[src/rtl/multi_cycle_ctrl.sv]
// multi_cycle_ctrl: Moore-style control FSM for the multi-cycle RISC datapath.
// It sequences one instruction over 3-5 cycles, plus one extra cycle for each
// memory stall. It drives the datapath mux selects and the PC, IR, register
// file and memory enables, and it counts retired instructions.
//
// Handshake: i_mem_ready is sampled in FETCH, MEM_RD and MEM_WR. A cycle with
// i_mem_ready=1 completes the access, and the FSM leaves that state on the next
// rising edge. A cycle with i_mem_ready=0 holds the state and keeps the request
// asserted.
module multi_cycle_ctrl #(
  parameter int OPCODE_WIDTH = 6,
  parameter int CNT_WIDTH    = 32
) (
  input  logic                    i_clk,
  input  logic                    i_reset,
  input  logic [OPCODE_WIDTH-1:0] iv_opcode,
  input  logic                    i_zero,
  input  logic                    i_mem_ready,
  output logic                    o_reg_dst,
  output logic                    o_alu_src,
  output logic                    o_mem_to_reg,
  output logic                    o_reg_write,
  output logic                    o_mem_read,
  output logic                    o_mem_write,
  output logic                    o_iord,
  output logic                    o_ir_write,
  output logic                    o_pc_write,
  output logic                    o_pc_write_cond,
  output logic [1:0]              ov_pc_src,
  output logic [1:0]              ov_alu_op,
  output logic                    o_illegal,
  output logic [3:0]              ov_state,
  output logic [CNT_WIDTH-1:0]    ov_retired
);

  localparam logic [OPCODE_WIDTH-1:0] OP_R    = OPCODE_WIDTH'(6'b000000);
  localparam logic [OPCODE_WIDTH-1:0] OP_LW   = OPCODE_WIDTH'(6'b100011);
  localparam logic [OPCODE_WIDTH-1:0] OP_SW   = OPCODE_WIDTH'(6'b101011);
  localparam logic [OPCODE_WIDTH-1:0] OP_BEQ  = OPCODE_WIDTH'(6'b000100);
  localparam logic [OPCODE_WIDTH-1:0] OP_ADDI = OPCODE_WIDTH'(6'b001000);
  localparam logic [OPCODE_WIDTH-1:0] OP_J    = OPCODE_WIDTH'(6'b000010);

  typedef enum logic [3:0] {
    S_FETCH  = 4'd0,
    S_DECODE = 4'd1,
    S_EXEC_R = 4'd2,
    S_WB_R   = 4'd3,
    S_ADDR   = 4'd4,
    S_MEM_RD = 4'd5,
    S_WB_MEM = 4'd6,
    S_MEM_WR = 4'd7,
    S_EXEC_I = 4'd8,
    S_WB_I   = 4'd9,
    S_BRANCH = 4'd10,
    S_JUMP   = 4'd11
  } state_t;

  state_t                  r_state;
  logic [OPCODE_WIDTH-1:0] r_opcode;
  logic [CNT_WIDTH-1:0]    r_retired;

  logic w_legal;
  logic w_retire;
  logic w_run;

  // The zero flag is consumed by the PC logic. It is tied off here so the port
  // stays part of the interface without affecting sequencing.
  logic w_zero_unused;
  assign w_zero_unused = i_zero;

  // While reset is high, every output is forced low without waiting for a clock.
  assign w_run = ~i_reset;

  // Classify the live opcode; only meaningful while in DECODE.
  always_comb begin
    w_legal = 1'b0;
    case (iv_opcode)
      OP_R, OP_LW, OP_SW, OP_BEQ, OP_ADDI, OP_J: w_legal = 1'b1;
      default:                                   w_legal = 1'b0;
    endcase
  end

  // An instruction retires on the edge that leaves its final state.
  always_comb begin
    w_retire = 1'b0;
    case (r_state)
      S_WB_R, S_WB_MEM, S_WB_I, S_BRANCH, S_JUMP: w_retire = 1'b1;
      S_MEM_WR:                                   w_retire = i_mem_ready;
      default:                                    w_retire = 1'b0;
    endcase
  end

  // State sequencing, the opcode latch and the retired-instruction counter.
  always_ff @(posedge i_clk or posedge i_reset) begin
    if (i_reset) begin
      r_state   <= S_FETCH;
      r_opcode  <= '0;
      r_retired <= '0;
    end else begin
      if (w_retire) begin
        r_retired <= r_retired + 1'b1;
      end
      case (r_state)
        S_FETCH: begin
          if (i_mem_ready) begin
            r_state <= S_DECODE;
          end
        end
        S_DECODE: begin
          r_opcode <= iv_opcode;
          case (iv_opcode)
            OP_R:         r_state <= S_EXEC_R;
            OP_LW, OP_SW: r_state <= S_ADDR;
            OP_ADDI:      r_state <= S_EXEC_I;
            OP_BEQ:       r_state <= S_BRANCH;
            OP_J:         r_state <= S_JUMP;
            default:      r_state <= S_FETCH;
          endcase
        end
        S_EXEC_R: r_state <= S_WB_R;
        S_WB_R:   r_state <= S_FETCH;
        S_ADDR: begin
          // Decide from the latched opcode. By now the IR field may already
          // have moved on.
          if (r_opcode == OP_LW) begin
            r_state <= S_MEM_RD;
          end else if (r_opcode == OP_SW) begin
            r_state <= S_MEM_WR;
          end else begin
            r_state <= S_FETCH;
          end
        end
        S_MEM_RD: begin
          if (i_mem_ready) begin
            r_state <= S_WB_MEM;
          end
        end
        S_WB_MEM: r_state <= S_FETCH;
        S_MEM_WR: begin
          if (i_mem_ready) begin
            r_state <= S_FETCH;
          end
        end
        S_EXEC_I: r_state <= S_WB_I;
        S_WB_I:   r_state <= S_FETCH;
        S_BRANCH: r_state <= S_FETCH;
        S_JUMP:   r_state <= S_FETCH;
        default:  r_state <= S_FETCH;
      endcase
    end
  end

  // Moore output decode. Only the FETCH IR/PC loads also look at i_mem_ready,
  // and DECODE flags an undefined opcode.
  always_comb begin
    o_reg_dst       = 1'b0;
    o_alu_src       = 1'b0;
    o_mem_to_reg    = 1'b0;
    o_reg_write     = 1'b0;
    o_mem_read      = 1'b0;
    o_mem_write     = 1'b0;
    o_iord          = 1'b0;
    o_ir_write      = 1'b0;
    o_pc_write      = 1'b0;
    o_pc_write_cond = 1'b0;
    ov_pc_src       = 2'b00;
    ov_alu_op       = 2'b00;
    o_illegal       = 1'b0;
    if (w_run) begin
      case (r_state)
        S_FETCH: begin
          o_mem_read = 1'b1;
          o_ir_write = i_mem_ready;
          o_pc_write = i_mem_ready;
        end
        S_DECODE: begin
          o_alu_src = 1'b1;
          o_illegal = ~w_legal;
        end
        S_EXEC_R: ov_alu_op = 2'b10;
        S_WB_R: begin
          o_reg_dst   = 1'b1;
          o_reg_write = 1'b1;
        end
        S_ADDR: o_alu_src = 1'b1;
        S_MEM_RD: begin
          o_mem_read = 1'b1;
          o_iord     = 1'b1;
        end
        S_WB_MEM: begin
          o_mem_to_reg = 1'b1;
          o_reg_write  = 1'b1;
        end
        S_MEM_WR: begin
          o_mem_write = 1'b1;
          o_iord      = 1'b1;
        end
        S_EXEC_I: o_alu_src = 1'b1;
        S_WB_I:   o_reg_write = 1'b1;
        S_BRANCH: begin
          ov_alu_op       = 2'b01;
          o_pc_write_cond = 1'b1;
          ov_pc_src       = 2'b01;
        end
        S_JUMP: begin
          o_pc_write = 1'b1;
          ov_pc_src  = 2'b10;
        end
        default: begin
          o_mem_read = 1'b0;
        end
      endcase
    end
  end

  assign ov_state   = r_state;
  assign ov_retired = r_retired;

endmodule

[config.mk]
export PLATFORM = sky130hd
export DESIGN_NAME = multi_cycle_ctrl
export DESIGN_NICKNAME = d
export VERILOG_FILES = /design/src/rtl/multi_cycle_ctrl.sv
export SDC_FILE = /design/constraint.sdc
export NUM_CORES = 1
export LEC_CHECK = 0
export CAP_MARGIN = 25
export CORE_UTILIZATION = 40
export DETAILED_ROUTE_END_ITERATION = 10
export HOLD_SLACK_MARGIN = 0.1
export PLACE_DENSITY = 0.72
export SETUP_SLACK_MARGIN = 0.5
export SYNTH_ARGS = -nofsm -noshare
export SYNTH_HDL_FRONTEND = slang
export SYNTH_SLANG_ARGS = --single-unit
[constraint.sdc]
create_clock -name i_clk -period 2.63 [get_ports i_clk]
set_clock_uncertainty 0.05 [all_clocks]
set_input_delay 0.3945 -clock i_clk [delete_from_list [all_inputs] [get_ports i_clk]]
set_output_delay 0.3945 -clock i_clk [all_outputs]
set_load 0.01 [all_outputs]
==> out/qor.yml, run 1 <==
antenna_found_initial: 0
grt_overflow: 0
arrival_ns: 1.65
vias: 1883
rsz0062_at_grt: "yes"
root_buffer: "clkbuf_8"
path_max_fanout: 6
maxCapViolations: 0
vdd_drop_max_uv: 342
dieArea_sq_um: 5980
cts_tree: "built"
fmax_ghz: 0.477
port_buffers: 59
area_growth_pct: 38.8
tns_ns: 0
min_path_type: "primary input to async pin"
via_per_inst: 5.03
avgRoutedWirePerCell_um: 12.9
async_reset_ff_share_pct: 100
fin_ws_ns: 0.534
p_leak_nw: 1.42
core_area_sq_um: 5470
slew_violations: 0
grt_pass1_vias: 1778
wl_um: 4840
worstSetupEndpointType: "output pin"
ys_ff_latch: 42
avgSynthCellArea_sq_um: 9.95
setup_viol: 0
tightest_slew_ns: 0.450
drcViolationCount: 0
status: "finished, final reports clean"
cp.required_ns: 2.19
cp-start-kind: "flip-flop"
ys_types: 44
clkLatencyLatePin_ns: 0.30
hold_viol_final: 0
critical_path_class: "flip-flop to output pin"
cts_sinks: 42
dp_hpwl_um: 3440
io_pins: 61
place_congestion: 0.785
dr.pass1.iters: 4
synth_warnings: 0
postSynthCellCount: 228
core.rowCount: 27
drt_iter0_drc: 68
diodes: 0
synth.cell_area_sq_um: 2270
cts.clk_slew.worst_paths_ns: 0.07
grt_pass1_wl_um: 8240
cts.path.max_buffers: 2
syn-num-nets: 239
relSlewSlack_pct: 69.8
utilization_pct: 57.6
seq_area_frac_synth_pct: 46.3
final_layout_size_suffix_gt1_share_pct: 20.2
grt_use_total_pct: 17.3
fillers: 505
period_share_pct: 79.7
multi_input_area_sq_um: 1170
preCtsSetupSlack_ns: 0.138
fin_nets: 312
die_h_um: 77.3
initial_core_util_pct: 41.5
htreeDepth: 2
synthFlopType: "dfrtp_1"
period_minus_slack_ns: 2.10
grt_max_degree: 30
dieWidth_um: 77.3
layout.area.seq_sq_um: 1050
synth-edff-count: 0
ant_nets: 0
cellPowerDensity_nw_per_um2: 554
cts_buffers: 5
==> cells in the mapped netlist, types with 2 or more instances <==
library cell | n | area share (%)
mux2_2 | 7 | 3.5
buf_1 | 2 | 0.33
a21oi_1 | 7 | 1.5
o21ai_0 | 4 | 0.88
buf_2 | 4 | 0.88
nor3_2 | 7 | 3.1
inv_1 | 8 | 1.3
and2_1 | 3 | 0.83
dfrtp_1 | 42 | 46
and3_1 | 2 | 0.55
buf_4 | 3 | 0.99
or2_2 | 2 | 0.55
nor2_1 | 21 | 3.5
nor4_1 | 5 | 1.4
xnor2_1 | 13 | 5.0
nand2_1 | 18 | 3.0
nand4_1 | 5 | 1.4
xor2_1 | 21 | 8.1
nor4_4 | 2 | 1.9
clkbuf_1 | 2 | 0.33
nor3b_1 | 2 | 0.66
and4_1 | 3 | 1.2
nor3_1 | 13 | 2.9
nand3_1 | 12 | 2.6
==> area by class of cell <==
type                    count  share of cell area (%)
clock buffers               7                    2.74
repair buffers             77                    22.4
multi-input cells         166                    37.1
clock inverters             1                   0.159
inverters                   9                    1.23
well taps                  72                    2.86
flip-flops and latches     42                    33.5
==> layout by cell type, fill, tap and decap left out, types with 6 or more instances in the layout <==
cell	count
a21oi_1	7
buf_4	17
clkbuf_8	6
clkdlybuf4s50_1	41
dfrtp_1	39
dlygate4sd2_1	15
inv_1	6
mux2_2	7
nand2_1	17
nand3_1	11
nor2_1	21
nor3_1	11
nor3_2	8
xnor2_1	13
xor2_1	20
==> layer usage <==
layer  global-route usage [%]  wire length [um]  vias up
li1                         -                 -      930
met5                        0                 0        -
met4                     7.92                95        0
met2                     28.6              2330       31
met1                     22.0              2260      914
met3                     2.98               156        8
==> through the flow <==
stage	power [mW]	area [sq um]	hold WS (ns)	std cells
after floorplan	1.10	2280	0.421	228
after global placement	1.29	2980	0.405	359
after detailed placement	1.30	2980	0.414	359
after CTS	1.76	3150	0.366	374
after global routing	1.84	3150	0.396	374
final	1.74	3150	0.379	374
==> final timing paths <==
kind                                               to  cells past startpoint  slack (ns)                        from
max reg2reg                ov_retired[29]$_DFFE_PP0P_                      5        0.80   ov_retired[7]$_DFFE_PP0P_
min in group i_clk         ov_retired[31]$_DFFE_PP0P_                      1        0.42  ov_retired[31]$_DFFE_PP0P_
min reg2reg                ov_retired[31]$_DFFE_PP0P_                      1        0.42  ov_retired[31]$_DFFE_PP0P_
min                           r_opcode[4]$_DFFE_PP0P_                      3        0.38                     i_reset
max                                         o_illegal                      5        0.53     ov_state[1]$_DFFE_PP0P_
max in group asynchronous     ov_state[2]$_DFFE_PP0P_                      3        1.78                     i_reset
==> state kept, by name (all words and copies together) (netlist names) <==
signal	cells
ov_state	4
r_opcode	6
ov_retired	32
==> power breakdown <==
part	switching [mW]	total [mW]	internal [mW]	leakage, nW
clock network	0.215	0.426	0.212	0.0482
logic	0.262	0.538	0.276	0.831
registers	0.0569	0.780	0.723	0.542
==> cells by family after synthesis <==
kind of cell / count (synthesis) / synth area share (%)
and+or+nand+nor: 103 / 26.4
DFF: 42 / 46.3
xor gates and xnor gates: 34 / 13.1
AOI/OAI and AO/OA: 20 / 5.73
buffers and inverters: 20 / 4.02
muxes: 7 / 3.47
adders and majority gates: 2 / 0.992
==> timing repair <==
item,4_1_cts,5_1_grt
endpoints found under the setup margin,15,3
hold buffers,0,0
hold endpoints to repair,0,0
buffers inserted,7,0
resized for setup,33,3
==> critical path, stage by stage, from the launching register on <==
cell             delay (ns)
dfrtp_2                0.41
buf_4                  0.16
nor4_4                 0.32
nand2_1                0.09
nor3_1                 0.14
clkdlybuf4s15_2        0.25
Power figures use the tool's default switching activity.
==> run 2: changes to the inputs <==
- PLACE_DENSITY: 0.72 -> 0.75
- clock period: 2.63 -> 1.7 ns (I/O delays scaled with it)
==> run 2 against run 1 <==
Combinational power rose to 3.5 times the previous value; largest power group is now combinational cells; non-clock buffer count grew 118; the run now ends with setup timing left; sequential share of layout area shrank 12 points.
==> out/qor.yml, run 2 (synthesis results as in run 1) <==
status: "finished, violations left"
die_h_um: 77.3  # unchanged
final_layout_size_suffix_gt1_share_pct: 68.6  # +48 points
path_delay_family: "buffers and inverters"
via_per_inst: 5.50  # +9.2%
dp_cells: 402  # +12%
cp_common_cell: "buf_6"
violations: "setup timing"
wl_um: 10000  # +110%
slew_violations: 0  # unchanged
dieWidth_um: 77.3  # unchanged
place_area_sq_um: 3450  # +16%
critical_path_class: "flip-flop to flip-flop"
grt_pass1_wl_um: 13300  # +61%
vdd_drop_max_uv: 772  # +130%
final_common_cell: "buf_6"
fin_ws_ns: -0.270  # -0.804 ns
relSlewSlack_pct: 69.0  # -0.78 points
cts_tree: "built"
dieArea_sq_um: 5980  # unchanged
hold_viol_final: 0  # unchanged
io_pins: 61  # unchanged
cp.required_ns: 1.86  # -0.33 ns
critical_path.cell_chain: "buf_6 > buf_6 > buf_6 > o21ai_4 > nand4_1 > buf_4 > buf_12 > nor3_4 > xor2_1"
grt_overflow: 0  # unchanged
root_buffer: "clkbuf_8"
final_cell_mix: "92 x buf_6, 66 x buf_4, 38 x dfrtp_1"
tightest_slew_ns: 0.460  # +0.0102 ns
max_stage_delay_ns: 0.42  # about the same
cts_buffers: 5  # unchanged
vias: 2706  # +44%
min_path_type: "primary input to flip-flop"
period_share_pct: 116
core.rowCount: 27  # unchanged
worstSetupEndpointType: "flip-flop"
rsz0062_at_grt: "yes"
instances_no_fill: 492  # +32%
maxCapViolations: 0  # unchanged
path_max_fanout: 6  # unchanged
place_congestion: 0.822  # +4.7%
layout.area.seq_sq_um: 1060  # +0.12%
fillers: 227  # -55%
fin_nets: 430  # +38%
multi_input_area_sq_um: 1700  # +46%
htreeDepth: 2  # unchanged
cts_sinks: 42  # unchanged
cp-start-kind: "flip-flop"
avgRoutedWirePerCell_um: 20.3  # +57%
cellPowerDensity_nw_per_um2: 789  # +42%
setup_viol: 46  # +46
dr.pass1.iters: 5  # +1
fin_hold_ws_ns: 0.474  # +0.0950 ns
largest_reg_flops: 32  # unchanged
cts.path.max_buffers: 2  # unchanged
antenna_found_initial: 0  # unchanged
final_area_sq_um: 4860  # +54%
cp.buffers_inverters: 5  # +3
grt_pass1_vias: 2667  # +50%
ant_nets: 0  # unchanged
area_growth_pct: 114
port_buffers: 59  # unchanged
drt_iter0_drc: 165  # +140%
tns_ns: -4.88  # -4.88 ns
initial_core_util_pct: 41.5  # unchanged
grt_use_total_pct: 28.7  # +11 points
fmax_ghz: 0.508
slowest_stage: "dfrtp_2"
cts.clk_slew.worst_paths_ns: 0.09  # +0.02 ns
dp_hpwl_um: 4030  # +17%
p_leak_nw: 2.48  # +75%
period_minus_slack_ns: 1.97
arrival_ns: 2.13  # +0.48 ns
ctsHoldBuffers: 0  # unchanged
core_area_sq_um: 5470  # unchanged
drcViolationCount: 0  # unchanged
diodes: 0  # unchanged
clkLatencyLatePin_ns: 0.30  # about the same
grt_max_degree: 33  # +10%
-- run 2: changes by cell type in the layout (fill, tap and decap cells not counted), sizes merged, moves of 2 or more --
cell,before,now
clkdlybuf4s50,41,7
dlygate4sd2,15,0
clkdlybuf4s15,2,0
buf,18,187
-- run 2: final timing paths --
check / from / endpoint / slack, ns / depth (start not counted)
max: ov_state[3]$_DFFE_PP0P_ / ov_retired[25]$_DFFE_PP0P_ / -0.27 / 9
min: iv_opcode[1] / r_opcode[1]$_DFFE_PP0P_ / 0.47 / 3
max reg2reg: ov_state[3]$_DFFE_PP0P_ / ov_retired[25]$_DFFE_PP0P_ / -0.27 / 9
min reg2reg: r_opcode[4]$_DFFE_PP0P_ / r_opcode[4]$_DFFE_PP0P_ / 0.48 / 1
max in group asynchronous: i_reset / ov_state[2]$_DFFE_PP0P_ / 0.69 / 5
min in group asynchronous: i_reset / ov_retired[29]$_DFFE_PP0P_ / 0.60 / 5
-- run 2: final cells by class --
cell class / instances / area share [%]
clock buffers: 7 / 1.78
clock inverters: 1 / 0.180
inverters: 9 / 1.13
multi-input cells: 166 / 35.1
flip-flops and latches: 42 / 21.7
well taps: 72 / 1.85
repair buffers: 195 / 38.3
-- run 2: metrics by stage --
stage          utilization [%]  total power, mW  worst slack (ns)
6_report                  88.8             3.83            -0.270
5_1_grt                   88.8             3.98            -0.333
4_1_cts                   80.4             3.42            -0.105
3_3_place_gp              63.1             2.26            -0.333
3_5_place_dp              63.1             2.28            -0.361
2_1_floorplan                -             1.84            0.0582
-- run 2: what timing repair did --
action,in CTS,in global routing
gates resized for setup,346,58
cloned,2,0
buffers inserted,60,20
pin swaps,47,40
setup endpoints to repair,93,85
-- run 2: per-layer routing --
metal  up-vias  wire length [um]  global-route usage (%)  share of wire [%]
li1       1177                 -                       -                  -
met1      1340              3800                    34.4                 38
met2       150              5200                    50.4                 52
met3        39               641                    6.43                6.4
met4         0               370                    9.81                3.7
met5         -                 0                       0                  0
-- run 2: worst min-delay path, cell delays in order --
cell and delay, ns:
dlymetal6s2s_1 0.21, buf_4 0.18, mux2_4 0.14
-- run 2: power by group --
part,internal (mW),switching (mW),total [mW]
combinational,1.08,0.812,1.89
sequential,1.12,0.123,1.24
clock,0.336,0.364,0.700
total,2.54,1.30,3.83
==> run 3: changes to the inputs <==
- CTS_CLUSTER_DIAMETER: unset -> 30
- PLACE_DENSITY: 0.75 -> 0.72
- clock period: 1.7 -> 2.5 ns (I/O delays scaled with it)
==> run 3 against run 2 <==
The flow now finishes without violations; total power decreased by 52%; setup slack improved by 0.65 ns; worst hold slack got worse by 0.087 ns; clock power decreased by 37%; cell count decreased by 23%; first-iteration DRC count decreased by 62%; flip-flop and latch count unchanged; critical path type is now primary input to output pin; largest cell class is now multi-input gates.
==> out/qor.yml, run 3 (synthesis results as in run 1) <==
vias: 1906  # -30%
antenna_found_initial: 0  # unchanged
via_per_inst: 5.06  # -8.1%
final_area_sq_um: 3220  # -34%
cts_tree: "built"
drt_iter0_drc: 63  # -62%
fmax_ghz: 0.472
cp-start-kind: "primary input"
p_leak_nw: 1.45  # -42%
cts_buffers: 5  # unchanged
diodes: 0  # unchanged
period_minus_slack_ns: 2.12
cts_sinks: 42  # unchanged
hold_viol_final: 0  # unchanged
utilization_pct: 58.9  # -30 points
dieWidth_um: 77.3  # unchanged
status: "finished, final reports clean"
cp.required_ns: 2.08  # +0.22 ns
finalPower_mw: 1.85  # -52%
vdd_drop_max_uv: 418  # -46%
critical_path_class: "primary input to output pin"
fin_nets: 315  # -27%
avgRoutedWirePerCell_um: 12.9  # -37%
dieArea_sq_um: 5980  # unchanged
ctsHoldBuffers: 0  # unchanged
root_buffer: "clkbuf_8"
place_congestion: 0.834  # +1.5%
maxCapViolations: 0  # unchanged
preCtsSetupSlack_ns: 0.150  # +0.511 ns
port_buffers: 59  # unchanged
arrival_ns: 1.69  # -0.44 ns
fin_hold_ws_ns: 0.387  # -0.0866 ns
grt_pass1_wl_um: 8310  # -37%
ant_nets: 0  # unchanged
fin_ws_ns: 0.382  # +0.652 ns
grt_overflow: 0  # unchanged
worstSetupEndpointType: "output pin"
grt_max_degree: 30  # -9.1%
dr.pass1.iters: 4  # -1
drcViolationCount: 0  # unchanged
relSlewSlack_pct: 72.6  # +3.6 points
final_common_cell: "clkdlybuf4s50_1"
multi_input_area_sq_um: 1210  # -29%
core_area_sq_um: 5470  # unchanged
layout.area.seq_sq_um: 1060  # unchanged
place_area_sq_um: 2990  # -13%
final_layout_size_suffix_gt1_share_pct: 23.6  # -45 points
largest_reg_flops: 32  # unchanged
rsz0062_at_grt: "yes"
fillers: 496  # +120%
htreeDepth: 2  # unchanged
final_cell_mix: "43 x clkdlybuf4s50_1, 38 x dfrtp_1, 20 x nor2_1, 20 x xor2_1, 19 x buf_4"
cellPowerDensity_nw_per_um2: 575  # -27%
instances_no_fill: 377  # -23%
area_growth_pct: 42.0
wl_um: 4860  # -51%
die_h_um: 77.3  # unchanged
initial_core_util_pct: 41.5  # unchanged
tightest_slew_ns: 0.408  # -0.0521 ns
cts.clk_slew.worst_paths_ns: 0.07  # -0.02 ns
io_pins: 61  # unchanged
grt_use_total_pct: 17.1  # -12 points
period_share_pct: 84.7
path_max_fanout: 6  # unchanged
setup_viol: 0  # -100%
min_path_type: "primary input to async pin"
cts.path.max_buffers: 2  # unchanged
dp_cells: 360  # -10%
core.rowCount: 27  # unchanged
grt_pass1_vias: 1883  # -29%
clkLatencyLatePin_ns: 0.28  # -0.02 ns
tns_ns: 0  # +4.88 ns
slew_violations: 0  # unchanged
dp_hpwl_um: 3450  # -14%
==> run 3: cell count changes in the layout (fill, tap and decap cells not counted), sizes merged <==
cell | before | now
dlygate4sd1 | 0 | 1
clkdlybuf4s15 | 0 | 1
clkbuf | 7 | 9
buf | 187 | 21
clkdlybuf4s50 | 7 | 43
dlygate4sd2 | 0 | 11
==> run 3: area by class of cell <==
type                    instances  share of cell area (%)
repair buffers                 80                    22.8
clock buffers                   7                    2.68
clock inverters                 1                   0.155
well taps                      72                    2.80
inverters                       9                    1.24
multi-input cells             166                    37.6
flip-flops and latches         42                    32.8
==> run 3: layer usage <==
metal  wire, um  vias to the layer above  part of all wire (%)  GRT usage (%)
met5          0                        -                     0              0
met3        133                        4                   2.7           4.05
met4         41                        0                  0.84           3.40
li1           -                      936                     -              -
met1       2140                      940                    44           21.7
met2       2540                       26                    52           29.6
==> run 3: what timing repair did <==
item                                    4_1_cts  5_1_grt
setup buffers                                 6        3
pin swaps                                     0        2
gates resized for setup                      27       20
endpoints found under the setup margin       15       19
==> run 3: critical path: stages <==
cell and delay [ns]:
clkdlybuf4s50_1 0.50, maj3_1 0.38, nor2_1 0.10, nor3_1 0.06, dlygate4sd2_1 0.28
==> run 3: path summary, 6_finish.rpt <==
| check | startpoint | cells after the start | slack (ns) | end |
|---|---|---|---|---|
| min in group i_clk | ov_retired[31]$_DFFE_PP0P_ | 1 | 0.42 | ov_retired[31]$_DFFE_PP0P_ |
| hold / removal | i_reset | 4 | 0.39 | r_opcode[1]$_DFFE_PP0P_ |
| setup / recovery | iv_opcode[1] | 5 | 0.38 | o_illegal |
| max in group asynchronous | i_reset | 4 | 1.64 | ov_state[2]$_DFFE_PP0P_ |
| hold reg to reg | ov_retired[31]$_DFFE_PP0P_ | 1 | 0.42 | ov_retired[31]$_DFFE_PP0P_ |
| setup reg to reg | ov_retired[7]$_DFFE_PP0P_ | 5 | 0.67 | ov_retired[26]$_DFFE_PP0P_ |
==> run 3: power breakdown <==
group,internal (mW),switching (mW)
clock network,0.223,0.216
registers,0.762,0.0713
logic,0.312,0.270
total,1.30,0.557
